**config.mk**
```make
export PLATFORM = sky130hd
export DESIGN_NAME = axi_mem_txn_limiter
export DESIGN_NICKNAME = d
export VERILOG_FILES = /design/src/rtl/axi_mem_txn_limiter.sv
export SDC_FILE = /design/constraint.sdc
export NUM_CORES = 1
export LEC_CHECK = 0
export CORE_AREA = 5 5 209 211
export CTS_CLUSTER_DIAMETER = 50
export DETAILED_ROUTE_END_ITERATION = 8
export DIE_AREA = 0 0 214 216
export PLACE_DENSITY_LB_ADDON = 0.2
export SLEW_MARGIN = 10
export SYNTH_ARGS = -nofsm -noshare
export SYNTH_HDL_FRONTEND = slang
export SYNTH_SLANG_ARGS = --single-unit
```
**constraint.sdc**
```tcl
create_clock -name uncoreclk -period 4.5 [get_ports uncoreclk]
set_input_delay 1.35 -clock uncoreclk [delete_from_list [all_inputs] [get_ports uncoreclk]]
set_output_delay 1.35 -clock uncoreclk [all_outputs]
set_load 0.1 [all_outputs]
```
**src/rtl/axi_mem_txn_limiter.sv**
```systemverilog
// Outstanding-transaction limiter for the core memory AXI4 path: gates AR/AW handshakes
// against per-direction burst limits, passes everything else through, and flags stalls/underflows.
module axi_mem_txn_limiter #(
    parameter int ADDR_W  = 32,
    parameter int DATA_W  = 64,
    parameter int ID_W    = 1,
    parameter int MAX_RD  = 8,
    parameter int MAX_WR  = 8,
    parameter int TIMEOUT = 1 << 20
) (
    input  logic                uncoreclk,
    input  logic                uncorerst,
    // slave side (from pardcore)
    input  logic [ID_W-1:0]     s_axi_arid,
    input  logic [ADDR_W-1:0]   s_axi_araddr,
    input  logic [7:0]          s_axi_arlen,
    input  logic [2:0]          s_axi_arsize,
    input  logic [1:0]          s_axi_arburst,
    input  logic                s_axi_arlock,
    input  logic [3:0]          s_axi_arcache,
    input  logic [2:0]          s_axi_arprot,
    input  logic                s_axi_arvalid,
    output logic                s_axi_arready,
    input  logic [ID_W-1:0]     s_axi_awid,
    input  logic [ADDR_W-1:0]   s_axi_awaddr,
    input  logic [7:0]          s_axi_awlen,
    input  logic [2:0]          s_axi_awsize,
    input  logic [1:0]          s_axi_awburst,
    input  logic                s_axi_awlock,
    input  logic [3:0]          s_axi_awcache,
    input  logic [2:0]          s_axi_awprot,
    input  logic                s_axi_awvalid,
    output logic                s_axi_awready,
    input  logic [DATA_W-1:0]   s_axi_wdata,
    input  logic [DATA_W/8-1:0] s_axi_wstrb,
    input  logic                s_axi_wlast,
    input  logic                s_axi_wvalid,
    output logic                s_axi_wready,
    output logic [ID_W-1:0]     s_axi_rid,
    output logic [DATA_W-1:0]   s_axi_rdata,
    output logic [1:0]          s_axi_rresp,
    output logic                s_axi_rlast,
    output logic                s_axi_rvalid,
    input  logic                s_axi_rready,
    output logic [ID_W-1:0]     s_axi_bid,
    output logic [1:0]          s_axi_bresp,
    output logic                s_axi_bvalid,
    input  logic                s_axi_bready,
    // master side (to addr_mapper)
    output logic [ID_W-1:0]     m_axi_arid,
    output logic [ADDR_W-1:0]   m_axi_araddr,
    output logic [7:0]          m_axi_arlen,
    output logic [2:0]          m_axi_arsize,
    output logic [1:0]          m_axi_arburst,
    output logic                m_axi_arlock,
    output logic [3:0]          m_axi_arcache,
    output logic [2:0]          m_axi_arprot,
    output logic                m_axi_arvalid,
    input  logic                m_axi_arready,
    output logic [ID_W-1:0]     m_axi_awid,
    output logic [ADDR_W-1:0]   m_axi_awaddr,
    output logic [7:0]          m_axi_awlen,
    output logic [2:0]          m_axi_awsize,
    output logic [1:0]          m_axi_awburst,
    output logic                m_axi_awlock,
    output logic [3:0]          m_axi_awcache,
    output logic [2:0]          m_axi_awprot,
    output logic                m_axi_awvalid,
    input  logic                m_axi_awready,
    output logic [DATA_W-1:0]   m_axi_wdata,
    output logic [DATA_W/8-1:0] m_axi_wstrb,
    output logic                m_axi_wlast,
    output logic                m_axi_wvalid,
    input  logic                m_axi_wready,
    input  logic [ID_W-1:0]     m_axi_rid,
    input  logic [DATA_W-1:0]   m_axi_rdata,
    input  logic [1:0]          m_axi_rresp,
    input  logic                m_axi_rlast,
    input  logic                m_axi_rvalid,
    output logic                m_axi_rready,
    input  logic [ID_W-1:0]     m_axi_bid,
    input  logic [1:0]          m_axi_bresp,
    input  logic                m_axi_bvalid,
    output logic                m_axi_bready,
    // status
    input  logic                err_clr,
    output logic                err_timeout,
    output logic                err_protocol,
    output logic [7:0]          rd_outstanding,
    output logic [7:0]          wr_outstanding
);

    localparam int IDLE_W = ($clog2(TIMEOUT) > 20) ? $clog2(TIMEOUT) : 20;
    localparam logic [IDLE_W-1:0] IDLE_MAX = IDLE_W'(TIMEOUT - 1);
    localparam logic [IDLE_W-1:0] IDLE_ARM = IDLE_W'(TIMEOUT - 2);

    // index 0 = read direction, index 1 = write direction
    logic [1:0]  ok, inc, dec, uflow;
    logic [15:0] cnt_all;

    assign m_axi_arid    = s_axi_arid;
    assign m_axi_araddr  = s_axi_araddr;
    assign m_axi_arlen   = s_axi_arlen;
    assign m_axi_arsize  = s_axi_arsize;
    assign m_axi_arburst = s_axi_arburst;
    assign m_axi_arlock  = s_axi_arlock;
    assign m_axi_arcache = s_axi_arcache;
    assign m_axi_arprot  = s_axi_arprot;
    assign m_axi_awid    = s_axi_awid;
    assign m_axi_awaddr  = s_axi_awaddr;
    assign m_axi_awlen   = s_axi_awlen;
    assign m_axi_awsize  = s_axi_awsize;
    assign m_axi_awburst = s_axi_awburst;
    assign m_axi_awlock  = s_axi_awlock;
    assign m_axi_awcache = s_axi_awcache;
    assign m_axi_awprot  = s_axi_awprot;
    assign m_axi_wdata   = s_axi_wdata;
    assign m_axi_wstrb   = s_axi_wstrb;
    assign m_axi_wlast   = s_axi_wlast;
    assign m_axi_wvalid  = s_axi_wvalid;
    assign s_axi_wready  = m_axi_wready;
    assign s_axi_rid     = m_axi_rid;
    assign s_axi_rdata   = m_axi_rdata;
    assign s_axi_rresp   = m_axi_rresp;
    assign s_axi_rlast   = m_axi_rlast;
    assign s_axi_rvalid  = m_axi_rvalid;
    assign m_axi_rready  = s_axi_rready;
    assign s_axi_bid     = m_axi_bid;
    assign s_axi_bresp   = m_axi_bresp;
    assign s_axi_bvalid  = m_axi_bvalid;
    assign m_axi_bready  = s_axi_bready;

    // ok[] comes only from registered counts, so ready never depends on valid
    assign m_axi_arvalid = s_axi_arvalid & ok[0];
    assign s_axi_arready = m_axi_arready & ok[0];
    assign m_axi_awvalid = s_axi_awvalid & ok[1];
    assign s_axi_awready = m_axi_awready & ok[1];

    assign inc[0] = m_axi_arvalid & m_axi_arready;
    assign dec[0] = m_axi_rvalid & s_axi_rready & m_axi_rlast;
    assign inc[1] = m_axi_awvalid & m_axi_awready;
    assign dec[1] = m_axi_bvalid & s_axi_bready;

    generate
        for (genvar gi = 0; gi < 2; gi++) begin : g_cnt
            localparam logic [7:0] LIMIT = (gi == 0) ? 8'(MAX_RD) : 8'(MAX_WR);
            logic [7:0] cnt_reg, cnt_next;

            assign ok[gi]    = (cnt_reg < LIMIT);
            assign uflow[gi] = dec[gi] & ~inc[gi] & (cnt_reg == 8'd0);
            assign cnt_all[gi*8 +: 8] = cnt_reg;

            always_comb begin
                cnt_next = cnt_reg;
                if (inc[gi] && !dec[gi]) begin
                    cnt_next = cnt_reg + 8'd1;
                end else if (dec[gi] && !inc[gi] && cnt_reg != 8'd0) begin
                    cnt_next = cnt_reg - 8'd1;
                end
            end

            always_ff @(posedge uncoreclk) begin
                if (uncorerst) cnt_reg <= 8'd0;
                else           cnt_reg <= cnt_next;
            end
        end
    endgenerate

    assign rd_outstanding = cnt_all[7:0];
    assign wr_outstanding = cnt_all[15:8];

    // watchdog: any response progress or an empty pipe restarts the stall count
    logic [IDLE_W-1:0] idle_reg, idle_next;
    logic idle_clr, timeout_set, protocol_set;
    logic err_timeout_reg, err_protocol_reg;

    assign idle_clr = (cnt_all == 16'd0) | (m_axi_rvalid & s_axi_rready)
                    | (m_axi_bvalid & s_axi_bready);
    assign timeout_set  = ~idle_clr & (idle_reg >= IDLE_ARM);
    assign protocol_set = |uflow;

    always_comb begin
        idle_next = idle_reg;
        if (idle_clr)               idle_next = '0;
        else if (idle_reg != IDLE_MAX) idle_next = idle_reg + 1'b1;
    end

    always_ff @(posedge uncoreclk) begin
        if (uncorerst) begin
            idle_reg         <= '0;
            err_timeout_reg  <= 1'b0;
            err_protocol_reg <= 1'b0;
        end else begin
            idle_reg <= idle_next;
            // a set condition outranks a simultaneous clear
            if (timeout_set)      err_timeout_reg <= 1'b1;
            else if (err_clr)     err_timeout_reg <= 1'b0;
            if (protocol_set)     err_protocol_reg <= 1'b1;
            else if (err_clr)     err_protocol_reg <= 1'b0;
        end
    end

    assign err_timeout  = err_timeout_reg;
    assign err_protocol = err_protocol_reg;

endmodule

```
# Yosys cells after proc, flatten, opt, wreduce, memory -nomap -nowiden
# Cells that the tools add are included.
dict set report word_totals {
  regBits 38
  input_bits 265
}
dict set report op_classes {
  addsub 5
  order_cmp 3
  n_eq_ne 1
  muxes 7
  bitwise_logic 19
  reduce_logical 21
}
# operator n
set ops {}
lappend ops {{8-bit 2-to-1 mux} 4}
lappend ops {{20-bit by 1-bit adder with 20-bit output, second input constant} 1}
lappend ops {{20-bit >= comparator, second input constant} 1}
lappend ops {{20-bit inequality test, second input constant} 1}
lappend ops {{8-bit by 1-bit adder with 8-bit output, second input constant} 2}
lappend ops {{16-bit zero test} 1}
lappend ops {{8-bit zero test} 2}
lappend ops {{8-bit by 4-bit < comparator with 1-bit output, second input constant} 2}
lappend ops {{8-bit nonzero test} 2}
lappend ops {{8-bit by 1-bit subtractor with 8-bit output, second input constant} 2}
lappend ops {{1-bit AND} 14}
lappend ops {{2-bit nonzero test} 4}
lappend ops {{1-bit logical AND} 6}
lappend ops {{1-bit zero test} 4}
lappend ops {{2-bit OR reduction} 2}
lappend ops {{1-bit 2-to-1 mux} 3}
lappend ops {{1-bit inverter} 3}
lappend ops {{1-bit bitwise OR} 2}

# Logic depth before layout (Yosys ltp)
dict set report depth {
  word_depth 8
  ltp_mapped 9
  ltp_nobuf 9
}

# Worst setup path before layout
# OpenSTA, ideal clock, no wires.
dict set report synth_timing {
  kind {register to output}
  from {register g_cnt[0].cnt_reg[4], in the netlist rd_outstanding[4]}
  to {output m_axi_arvalid}
  t_arrival_ns 2.297
  t_required_ns 3.150
  setup_slack_ns 0.853
  path_stages_with_launch 4
  path_buffers 0
  cell_sequence {dfxtp_1 > or4_4 > nor2_1 > and2_1}
}
dict set report synth_between {
  elab_chain_cells 2
}
# item line
set synth_rtl {}
lappend synth_rtl {{start: declaration} 147} ;# logic [7:0] cnt_reg, cnt_next;
lappend synth_rtl {{start signal: assignment} 164} ;# else cnt_reg <= cnt_next;
lappend synth_rtl {{8-bit by 4-bit < comparator with 1-bit output} 149} ;# assign ok[gi] = (cnt_reg < LIMIT);
lappend synth_rtl {{1-bit AND} 134} ;# assign m_axi_arvalid = s_axi_arvalid & ok[0];
lappend synth_rtl {{end: declaration} 58} ;# output logic m_axi_arvalid,
# No other way between the ends.

# Worst setup path after layout
dict set report layout_timing {
  from {input m_axi_rlast}
  to {register g_cnt[0].cnt_reg[7], in the netlist rd_outstanding[7]}
}
dict set report layout_between {
  elab_chain_cells 4
}
# item line
set layout_rtl {}
lappend layout_rtl {{start: declaration} 78} ;# input logic m_axi_rlast,
lappend layout_rtl {{1-bit AND *} 140} ;# assign dec[0] = m_axi_rvalid & s_axi_rready & m_axi_rlast;
lappend layout_rtl {{1-bit zero test / 1-bit logical AND (equally long branches)} {155, 157}}
lappend layout_rtl {{1-bit logical AND, on equally long branches} {155, 157}}
lappend layout_rtl {{8-bit 2-to-1 mux / 2-bit nonzero test (equally long branches)} n/a}
# Mark *: on every way between the ends. The rest lies on a longest branch, timed or not.
# A chain may end at the register's enable or synchronous reset.

==> flow_metrics.env <==
export IMPL_min_path_type="reg2reg"
export IMPL_clock_latency_ps=290
export IMPL_pre_cts_slack_ps=224.1
export IMPL_cts_tree="built"
export IMPL_cts_sinks=38
export IMPL_hold_violations=0
export IMPL_worst_path_buf_inv=2
export IMPL_async_flop_share_pct=0
export IMPL_yosysSeqAreaShare_pct=17.53
export IMPL_grt_util_all_layers_pct=6.363
export IMPL_crit_path_start_kind="primary input"
export IMPL_crit_start="m_axi_rlast"
export IMPL_tns_ps=0
export IMPL_status="finished clean"
export IMPL_setup_ws_ps=551.6
export IMPL_final_nets=609
export IMPL_worstPathMaxFanout=7
export IMPL_peakVddDrop_mv=0.1458
export IMPL_worstSetupPathType="in2reg"
export IMPL_ys_ff_latch=38
export IMPL_vias_per_cell=2.923
export IMPL_cellPowerDensity_nw_per_um2=772.0
export IMPL_antenna_found_initial=0
export IMPL_die_w_um=214
export IMPL_crit_chain="clkdlybuf4s50_1 > and3_1 > nor4_4 > inv_1 > ha_1 > a21oi_1 > nand2_1 > a21oi_1 > mux2i_1 > mux2_2"
export IMPL_diodes=0
export IMPL_endpoint_kind="flip-flop"
export IMPL_maxSlewViolCount=0
export IMPL_wl_met3_mm=2.745
export IMPL_critical_path_slowest_cell="clkdlybuf4s50_1"
export IMPL_drive_gt1_share_pct=11.28
export IMPL_firstDrtPassIters=4
export IMPL_start_util_pct=10.44
export IMPL_synth_edf_count=0
export IMPL_vias=2534
export IMPL_die_y_um=216
export IMPL_fin_crit_ps=3948
export IMPL_final_cell_mix="nor2_1, dfxtp_1, clkdlybuf4s50_1"
export IMPL_cts_setup_buffers=0
export IMPL_clock_skew_ps=8.163
export IMPL_syn_area_um2=4339
export IMPL_path_clk_slew_ps=60
export IMPL_routabilityCongestion=0.6654
export IMPL_antenna_left=0
export IMPL_io_buffers=38
export IMPL_area_growth_pct=-15.95
export IMPL_top_layer_used="met4"
export IMPL_final_util_pct=8.774
export IMPL_grt_first_pass_wirelength_mm=21.09
export IMPL_first_global_vias=2684
export IMPL_worst_pin_slew_ps=1037
export IMPL_dieArea_um2=46220
export IMPL_leakagePower_nw=1.161
export IMPL_final_common_cell="nor2_1"
export IMPL_slowest_delay_ps=510
export IMPL_met2RoutedLength_mm=6.949
export IMPL_cts_root_buf="clkbuf_16"
export IMPL_synth_nets=823
export IMPL_ys_types=44
export IMPL_cp_common_cell="a21oi_1"
export IMPL_cts_resized=0
export IMPL_ys_warn_count=0
export IMPL_grt_max_degree=22
export IMPL_syn_inst=542
export IMPL_r2r_start="rd_outstanding[4]$_SDFFE_PP0P_"
export IMPL_max_slew_margin_rel_pct=30.67
export IMPL_grt_overflow=0
export IMPL_crit_family="buffers and inverters"
export IMPL_min_period_over_period_pct=87.74
export IMPL_fp_coreArea_um2=41570
export IMPL_largest_reg_flops=20
export IMPL_cp_required_ps=4680
export IMPL_max_cap_violations=0
export IMPL_wl_met1_mm=4.935
export IMPL_grt_setup_unrepaired="no"
export IMPL_htree_levels=2
export IMPL_ys_flop_type="dfxtp_1"
export IMPL_syn_area_per_cell_um2=8.006
export IMPL_cts_max_path_buffers=2
export IMPL_numCtsBuffers=5
export IMPL_cp_arrival_ps=4130
export IMPL_holdBufCountCts=0
export IMPL_route_detailed_wl_per_inst_um=17.60
export IMPL_setup_viol=0
export IMPL_routed_wl_mm=15.26
export IMPL_fmax_mhz=253.3
export IMPL_dp_hpwl_mm=12.85
export IMPL_route_detailed_drc=0
export IMPL_min_from="err_timeout$_SDFFE_PP0P_"
export IMPL_num_io_pins=545
export IMPL_num_rows=75
export IMPL_drtIter0Drc=92
## stage by stage
stage | std cells | instance area (um2) | hold slack (ps) | total power, mW
floorplan | 542 | 4339 | 474.3 | 3.040
global placement | 860 | 3512 | 503.7 | 2.527
detailed placement | 860 | 3512 | 509.8 | 2.500
CTS | 867 | 3647 | 518.8 | 2.886
global route | 867 | 3647 | 542.1 | 3.040
finish | 867 | 3647 | 509.6 | 2.816
## worst paths after layout
path / endpoint / slack, ps / depth (start not counted)
worst max-delay path: rd_outstanding[7]$_SDFFE_PP0P_ / 550 / 10
worst min-delay path: err_timeout$_SDFFE_PP0P_ / 510 / 2
worst max register to register: rd_outstanding[7]$_SDFFE_PP0P_ / 1430 / 9
worst min register to register: err_timeout$_SDFFE_PP0P_ / 510 / 2
## synthesized netlist by cell type (all sizes together), types with 2 or more instances
master | n | share of area, %
o2111ai | 2 | 0.40
inv | 7 | 0.61
o21bai | 3 | 0.69
nor2b | 3 | 0.43
nand2b | 3 | 0.43
nor2 | 43 | 3.7
nor4 | 3 | 1.1
fa | 2 | 0.92
o21ai | 18 | 2.1
a211oi | 11 | 2.1
nand2 | 22 | 1.9
o211ai | 2 | 0.35
and3 | 3 | 0.43
nand4 | 6 | 0.87
nor3b | 2 | 0.35
or4 | 3 | 0.78
nor4b | 2 | 0.75
a21o | 4 | 0.69
nand3b | 2 | 0.35
dfxtp | 38 | 18
and2 | 4 | 0.58
a31oi | 3 | 0.43
xnor2 | 12 | 2.4
nand3 | 12 | 1.4
or3 | 6 | 0.87
xor2 | 7 | 1.4
mux2i | 9 | 2.1
ha | 14 | 4.0
nor3 | 5 | 0.58
mux2 | 3 | 0.78
a21oi | 19 | 2.2
buf | 263 | 46
## worst reg2reg max path, cell delays in order, from the launching register on
cell,delay (ps)
dfxtp_1,350
or4_4,590
nor4_4,310
inv_1,210
ha_1,390
a21oi_1,220
nand2_1,120
a21oi_1,210
mux2i_1,220
mux2_2,340
## routing by layer
layer  up-vias  GRT usage, %
met1      1096         5.801
li1       1114             -
met4         0         3.028
met5         -             0
met2       244         9.810
met3        80         5.788
## final cells by class
type / instances / area, um2
multi-input cells: 233 / 1568
well taps: 539 / 674.4
flip-flops and latches: 38 / 760.7
repair buffers: 43 / 483.0
inverters: 7 / 26.28
clock buffers: 5 / 125.1
clock inverters: 2 / 10.01
fillers: 4811 / 37920
## cell families after synthesis
logic type,Yosys count,synth area share [%]
multiplexers,12,2.855
adder cells (fa/ha/maj),16,4.960
AO/OA/AOI/OAI,65,9.573
XOR/XNOR,19,3.835
buffers and inverters,271,46.34
flip-flops,38,17.53
AND/OR/NAND/NOR,121,14.91
## where the power goes
group / internal, mW / leakage, nW / total (mW) / switching (mW)
sequential: 0.406 / 0.309 / 0.517 / 0.111
combinational: 0.647 / 0.782 / 1.94 / 1.30
clock: 0.201 / 0.0694 / 0.354 / 0.154
total: 1.25 / 1.16 / 2.82 / 1.56
No activity file was read; power rests on OpenSTA's default activity.
